## src/rtl/alu_addseq_pkg.sv

```systemverilog
// Shared encodings for the multi-byte add/subtract sequencer.
package alu_addseq_pkg;

  localparam int DATASIZE_DEF = 8;

  typedef enum logic [2:0] {
    OP_ADD = 3'b000,
    OP_ADC = 3'b001,
    OP_SUB = 3'b010,
    OP_SBB = 3'b011,
    OP_INC = 3'b100,
    OP_DEC = 3'b101
  } op_e;

  typedef enum logic [1:0] {
    ST_IDLE = 2'b00,
    ST_RUN  = 2'b01,
    ST_DONE = 2'b10
  } state_e;

endpackage

```

## src/rtl/add8b.sv

```systemverilog
// Ripple adder slice; per-bit carry outputs, carry-in either chained or per-bit external.
module add8b #(
  parameter int DATASIZE = 8,
  parameter bit USE_EXTC = 1'b0
) (
  input  logic [DATASIZE-1:0] iA,
  input  logic [DATASIZE-1:0] iB,
  input  logic [DATASIZE-1:0] iC,
  output logic [DATASIZE-1:0] oS,
  output logic [DATASIZE-1:0] oC
);

  always_comb begin
    logic w_c;
    oS  = '0;
    oC  = '0;
    w_c = iC[0];
    for (int i = 0; i < DATASIZE; i++) begin
      if (i != 0 && USE_EXTC) w_c = iC[i];
      oS[i] = iA[i] ^ iB[i] ^ w_c;
      w_c   = (iA[i] & iB[i]) | (w_c & (iA[i] ^ iB[i]));
      oC[i] = w_c;
    end
  end

endmodule

```

## src/rtl/alu_addseq.sv

```systemverilog
// Multi-cycle register-pair add/subtract: one adder slice stepped LSB-first over the operand bytes.
//   state | meaning
//   IDLE  | waiting for iReq
//   RUN   | one operand byte per cycle, carry chained through r_carry
//   DONE  | oDone pulse; results published; may accept the next request
module alu_addseq
  import alu_addseq_pkg::*;
#(
  parameter int DATASIZE  = DATASIZE_DEF,
  parameter int WORDBYTES = 2
) (
  input  logic                          iClk,
  input  logic                          iRst,
  input  logic                          iReq,
  input  logic [2:0]                    iOp,
  input  logic [DATASIZE*WORDBYTES-1:0] iA,
  input  logic [DATASIZE*WORDBYTES-1:0] iB,
  input  logic                          iCin,
  output logic                          oBusy,
  output logic                          oDone,
  output logic [DATASIZE*WORDBYTES-1:0] oRes,
  output logic                          oCarry,
  output logic                          oZero
);

  localparam int W  = DATASIZE * WORDBYTES;
  localparam int IW = (WORDBYTES > 1) ? $clog2(WORDBYTES) : 1;
  localparam logic [IW-1:0] LAST_IDX = IW'(WORDBYTES - 1);

  state_e              r_state;
  state_e              w_state_nxt;
  logic                w_accept;
  logic                w_last;
  logic [IW-1:0]       r_idx;
  logic [2:0]          r_op;
  logic [W-1:0]        r_a;
  logic [W-1:0]        r_b;
  logic                r_cin;
  logic                r_carry;
  logic [W-1:0]        r_acc;
  logic                r_zacc;
  logic [W-1:0]        r_res;
  logic                r_cout;
  logic                r_zero;

  logic [DATASIZE-1:0] w_a_byte;
  logic [DATASIZE-1:0] w_b_raw;
  logic [DATASIZE-1:0] w_b_byte;
  logic                w_c0;
  logic                w_slice_cin;
  logic                w_borrow_op;
  logic [DATASIZE-1:0] w_sum;
  logic [DATASIZE-1:0] w_slice_c;
  logic                w_cout;
  logic [W-1:0]        w_acc_nxt;
  logic                w_zacc_nxt;
  logic                w_unused_c;

  always_ff @(posedge iClk) begin
    if (iRst) r_state <= ST_IDLE;
    else      r_state <= w_state_nxt;
  end

  always_comb begin
    w_state_nxt = r_state;
    w_accept    = 1'b0;
    case (r_state)
      ST_IDLE: begin
        if (iReq) begin
          w_state_nxt = ST_RUN;
          w_accept    = 1'b1;
        end
      end
      ST_RUN: begin
        if (r_idx == LAST_IDX) w_state_nxt = ST_DONE;
      end
      ST_DONE: begin
        w_accept    = iReq;
        w_state_nxt = iReq ? ST_RUN : ST_IDLE;
      end
      default: w_state_nxt = ST_IDLE;
    endcase
  end

  assign w_last = (r_state == ST_RUN) && (r_idx == LAST_IDX);

  // Operand conditioning: subtracts become A + ~B + c0, INC/DEC use constant B bytes.
  always_comb begin
    w_a_byte    = r_a[r_idx*DATASIZE +: DATASIZE];
    w_b_raw     = r_b[r_idx*DATASIZE +: DATASIZE];
    w_b_byte    = w_b_raw;
    w_c0        = 1'b0;
    w_borrow_op = 1'b0;
    case (r_op)
      OP_ADC: w_c0 = r_cin;
      OP_SUB: begin
        w_b_byte    = ~w_b_raw;
        w_c0        = 1'b1;
        w_borrow_op = 1'b1;
      end
      OP_SBB: begin
        w_b_byte    = ~w_b_raw;
        w_c0        = ~r_cin;
        w_borrow_op = 1'b1;
      end
      OP_INC: begin
        w_b_byte = '0;
        w_c0     = 1'b1;
      end
      OP_DEC: begin
        w_b_byte    = '1;
        w_borrow_op = 1'b1;
      end
      default: ;
    endcase
  end

  assign w_slice_cin = (r_idx == '0) ? w_c0 : r_carry;

  add8b #(
    .DATASIZE (DATASIZE),
    .USE_EXTC (1'b0)
  ) u_add8b (
    .iA (w_a_byte),
    .iB (w_b_byte),
    .iC ({{(DATASIZE-1){1'b0}}, w_slice_cin}),
    .oS (w_sum),
    .oC (w_slice_c)
  );

  assign w_cout     = w_slice_c[DATASIZE-1];
  assign w_unused_c = ^w_slice_c;

  always_comb begin
    w_acc_nxt = r_acc;
    w_acc_nxt[r_idx*DATASIZE +: DATASIZE] = w_sum;
    w_zacc_nxt = ((r_idx == '0) ? 1'b1 : r_zacc) & (w_sum == '0);
  end

  always_ff @(posedge iClk) begin
    if (iRst) begin
      r_idx   <= '0;
      r_op    <= '0;
      r_a     <= '0;
      r_b     <= '0;
      r_cin   <= 1'b0;
      r_carry <= 1'b0;
      r_acc   <= '0;
      r_zacc  <= 1'b0;
      r_res   <= '0;
      r_cout  <= 1'b0;
      r_zero  <= 1'b0;
    end else if (w_accept) begin
      r_idx <= '0;
      r_op  <= iOp;
      r_a   <= iA;
      r_b   <= iB;
      r_cin <= iCin;
    end else if (r_state == ST_RUN) begin
      r_idx   <= r_idx + IW'(1);
      r_carry <= w_cout;
      r_acc   <= w_acc_nxt;
      r_zacc  <= w_zacc_nxt;
      // Publish only the completed word so outputs never mix two operations.
      if (w_last) begin
        r_res  <= w_acc_nxt;
        r_cout <= w_cout ^ w_borrow_op;
        r_zero <= w_zacc_nxt;
      end
    end
  end

  assign oBusy  = (r_state == ST_RUN);
  assign oDone  = (r_state == ST_DONE);
  assign oRes   = r_res;
  assign oCarry = r_cout;
  assign oZero  = r_zero;

endmodule

```

## config.mk

```make
export PLATFORM = sky130hd
export DESIGN_NAME = alu_addseq
export DESIGN_NICKNAME = d
export VERILOG_FILES = /design/src/rtl/alu_addseq_pkg.sv /design/src/rtl/add8b.sv /design/src/rtl/alu_addseq.sv
export SDC_FILE = /design/constraint.sdc
export NUM_CORES = 1
export LEC_CHECK = 0
export CELL_PAD_IN_SITES_DETAIL_PLACEMENT = 1
export CELL_PAD_IN_SITES_GLOBAL_PLACEMENT = 1
export CORE_MARGIN = 2
export CORE_UTILIZATION = 41
export CTS_CLUSTER_SIZE = 24
export DETAILED_ROUTE_END_ITERATION = 10
export PLACE_DENSITY = 0.89
export SETUP_SLACK_MARGIN = 0.1
export SLEW_MARGIN = 20
export SYNTH_ARGS = -nofsm -noshare
export SYNTH_HDL_FRONTEND = slang
export SYNTH_SLANG_ARGS = --single-unit
```

## constraint.sdc

```tcl
create_clock -name iClk -period 8.15 [get_ports iClk]
set_input_delay 1.63 -clock iClk [delete_from_list [all_inputs] [get_ports iClk]]
set_output_delay 1.63 -clock iClk [all_outputs]
set_load 0.01 [all_outputs]
```

==> results.sh <==
export IMPL_ys_seq_area_frac=0.448
export IMPL_post_route_drc_count=0
export IMPL_synth_warnings=0
export IMPL_die_x_um=89.4
export IMPL_use_met2=0.349
export IMPL_antenna_left=0
export IMPL_routedWlPerCell_um=15.6
export IMPL_crit_slowest_cell="dfxtp_1"
export IMPL_multi_input_area_um2=1470
export IMPL_hold_viol_final=0
export IMPL_status="completed"
export IMPL_powerDensity_nw_per_um2=220
export IMPL_ir_drop_v=0.000130
export IMPL_grt_pass1_wl_um=12000
export IMPL_vias=2391
export IMPL_insertedDiodeCount=0
export IMPL_grt_busiest_layer="met2"
export IMPL_reg2reg_from="r_op[1]"
export IMPL_dpl_hpwl_um=5150
export IMPL_min_period_ns=5.61
export IMPL_synthXorXnorAreaFrac=0.0293
export IMPL_grtUsageMet1=0.231
export IMPL_place_inst=454
export IMPL_initial_core_util=0.417
export IMPL_mappedNetlistNets=366
export IMPL_power_leakage_nw=1.38
export IMPL_syn_to_final_growth_pct=26.9
export IMPL_cts_resized=0
export IMPL_synth_top_cell_area_share=0.448
export IMPL_cp_end_kind="register"
export IMPL_cts_buffers=9
export IMPL_maxSlewHeadroom=0.336
export IMPL_num_nets_final=413
export IMPL_first_pass_iters=4
export IMPL_rrSetupSlack_ns=2.54
export IMPL_endpoint="r_zacc"
export IMPL_fin_area_um2=3800
export IMPL_cts_setup_buffers=0
export IMPL_gp_congestion=0.825
export IMPL_hp_class="register to register"
export IMPL_grt_util_met3=0.0619
export IMPL_clk_latency_ns=0.36
export IMPL_synth_simple_area_share=0.150
export IMPL_required_ns=8.42
export IMPL_tightest_slew_ns=0.996
export IMPL_muxShareOfSynthArea=0.0932
export IMPL_ctsHoldBuffers=0
export IMPL_wl_um=7340
export IMPL_htreeDepth=3
export IMPL_power_frac_comb=0.168
export IMPL_cp_common_cell="fa_1"
export IMPL_clock_sinks=67
export IMPL_skew_ns=0.00841
export IMPL_rsz0062_at_grt="no"
export IMPL_grt_overflow_total=0
export IMPL_power_switching_uw=216
export IMPL_holdWs_ns=0.459
export IMPL_ys_types=35
export IMPL_root_buffer="clkbuf_8"
export IMPL_ff_latch_area_um2=1340
export IMPL_worstSetupPathType="register to register"
export IMPL_antenna_found_initial=0
export IMPL_synth_commonest_cells="nand2_1, dfxtp_1, a21oi_1"
export IMPL_synth_async_reset_ratio=0
export IMPL_setup_violations=0
export IMPL_sw_frac_of_total=0.258
export IMPL_ys_ff_latch=67
export IMPL_crit_fanout=23
export IMPL_drive_gt1_frac=0.0863
export IMPL_synth_compound_gate_area_share=0.165
export IMPL_clk_pin_slew_worst_paths_ns=0.07
export IMPL_synth_adder_area_share=0.0535
export IMPL_yosys_area_top_type="dfxtp_1"
export IMPL_synth_ff_type="dfxtp_1"
export IMPL_netlist_top_cells_area="dfxtp_1, nand2_1, a21oi_1"
export IMPL_setup_worst_path_start_class="register"
export IMPL_fin_cells=470
export IMPL_synth_edf_count=0
export IMPL_fillers=826
export IMPL_drv_cap=0
export IMPL_intPower_uw=621
export IMPL_synth_top_family_by_area="compound AO/OA/AOI/OAI gates"
export IMPL_slew_violations=0
export IMPL_cp_data_arrival_time_ns=5.87
export IMPL_grt_pass1_vias=2461
export IMPL_critPathMaxStageDelay_ns=0.88
export IMPL_crit_start="r_op[1]"
export IMPL_period_share=0.688
export IMPL_vias_per_cell=5.09
export IMPL_syn_area_um2=2990
export IMPL_cts_tree="yes"
export IMPL_cp_cell_sequence="nor2_1 -> a21oi_1 -> mux2i_1 -> fa_1 -> fa_1 -> fa_1 -> fa_1 -> inv_1 -> fa_1 -> inv_1 -> fa_1 -> fa_1 -> inv_1 -> fa_1 -> nand4b_1 -> or3_1 -> a211oi_2"
export IMPL_port_buffers=58
export IMPL_fin_setup_tns_ns=0
export IMPL_core_area_um2=7180
export IMPL_cts_buffer_depth=2
export IMPL_rows=31
export IMPL_ios=59
export IMPL_fmax_mhz=178
export IMPL_die_area_um2=8000
export IMPL_die_h_um=89.4
export IMPL_reg2reg_depth=17
export IMPL_placed_cell_area_um2=3560
export IMPL_postSynthCellCount=319
export IMPL_gr_usage_all_layers=0.202
export IMPL_r2r_end="r_zacc"
export IMPL_seq_power_share=0.430
export IMPL_grt_start_max_net_pins=51
export IMPL_first_iter_violations=67
export IMPL_avgSynthCellArea_um2=9.38
export IMPL_yosysMostFrequentCell="nand2_1"
export IMPL_pwr_share_clk=0.401
how the worst min path moves through the flow:
| stage | startpoint | endpoint | slack (ns) | cells past startpoint |
|---|---|---|---|---|
| finish | r_b[13] | r_b[13] | 0.46 | 2 |
| global route | r_b[13] | r_b[13] | 0.49 | 2 |
| CTS | r_b[0] | r_b[0] | 0.46 | 2 |
| detailed placement | r_b[1] | r_b[1] | 0.45 | 2 |
| global placement | r_a[11] | r_a[11] | 0.44 | 2 |
| floorplan | r_a[12] | r_a[12] | 0.43 | 2 |
per-layer routing:
layer	vias to the layer above	routed length [um]
met5	-	0
met4	0	177
met3	18	331
met2	62	3680
met1	1141	3160
li1	1170	-
sequential cells by signal, indices dropped and copies added (netlist names):
| signal | flops |
|---|---|
| r_a | 16 |
| r_op | 3 |
| r_zacc | 1 |
| r_b | 16 |
| r_cin | 1 |
| r_carry | 1 |
| r_state | 2 |
| r_idx | 1 |
| r_acc | 8 |
| oCarry | 1 |
| oZero | 1 |
| oRes | 16 |
stage by stage:
step | util | setup WS (ns) | total power, mW
floorplan | - | 3.28 | 0.460
global placement | 0.496 | 2.86 | 0.499
finish | 0.529 | 2.54 | 0.837
detailed placement | 0.496 | 2.56 | 0.507
global route | 0.529 | 2.28 | 0.876
CTS | 0.529 | 2.57 | 0.844
kinds of logic (layout without fill, tap and decap cells):
kind of cell / after synthesis / in the layout
adders and majority gates: 8 / 8
muxes: 27 / 27
and+or+nand+nor: 101 / 101
DFF: 67 / 67
xor gates and xnor gates: 10 / 10
AOI/OAI and AO/OA: 75 / 75
buffers and inverters: 31 / 83
critical path: cells and delay by family (launching register included):
kind	cells	cell delay, ns
flops	1	0.88
compound gates	2	0.42
buf+inv	3	0.21
fa+ha+maj	8	2.99
simple gates	3	0.90
mux	1	0.11
final cells by class:
type / count / share of cell area
inverters: 6 / 0.00593
clock buffers: 11 / 0.0372
flip-flops and latches: 67 / 0.353
clock inverters: 5 / 0.0264
repair buffers: 61 / 0.157
multi-input cells: 221 / 0.387
well taps: 99 / 0.0326
cells in the final DEF, fill, tap and decap left out, drive strengths merged:
cell type / n
nand2b: 3
a2111oi: 1
a21oi: 46
nor3: 1
mux2: 4
buf: 4
clkdlybuf4s50: 57
inv: 6
and3b: 1
o21ai: 2
a22o: 11
dfxtp: 67
nor2b: 4
clkbuf: 11
a211oi: 7
a32o: 1
nand4b: 1
nor3b: 1
or3: 2
nor2: 13
clkinv: 2
xnor2: 10
nand2: 73
o22ai: 1
bufinv: 3
nand3b: 2
mux2i: 23
o2bb2ai: 6
fa: 8
power groups by stage:
| stage | clock network, mW | logic, mW | registers, mW |
|---|---|---|---|
| final | 0.336 | 0.141 | 0.360 |
| after global routing | 0.358 | 0.155 | 0.362 |
| after CTS | 0.342 | 0.142 | 0.360 |
| after detailed placement | 0 | 0.140 | 0.367 |
| after global placement | 0 | 0.134 | 0.365 |
| after floorplan | 0 | 0.0995 | 0.361 |
Note: power is estimated with default switching activity, not from simulation.
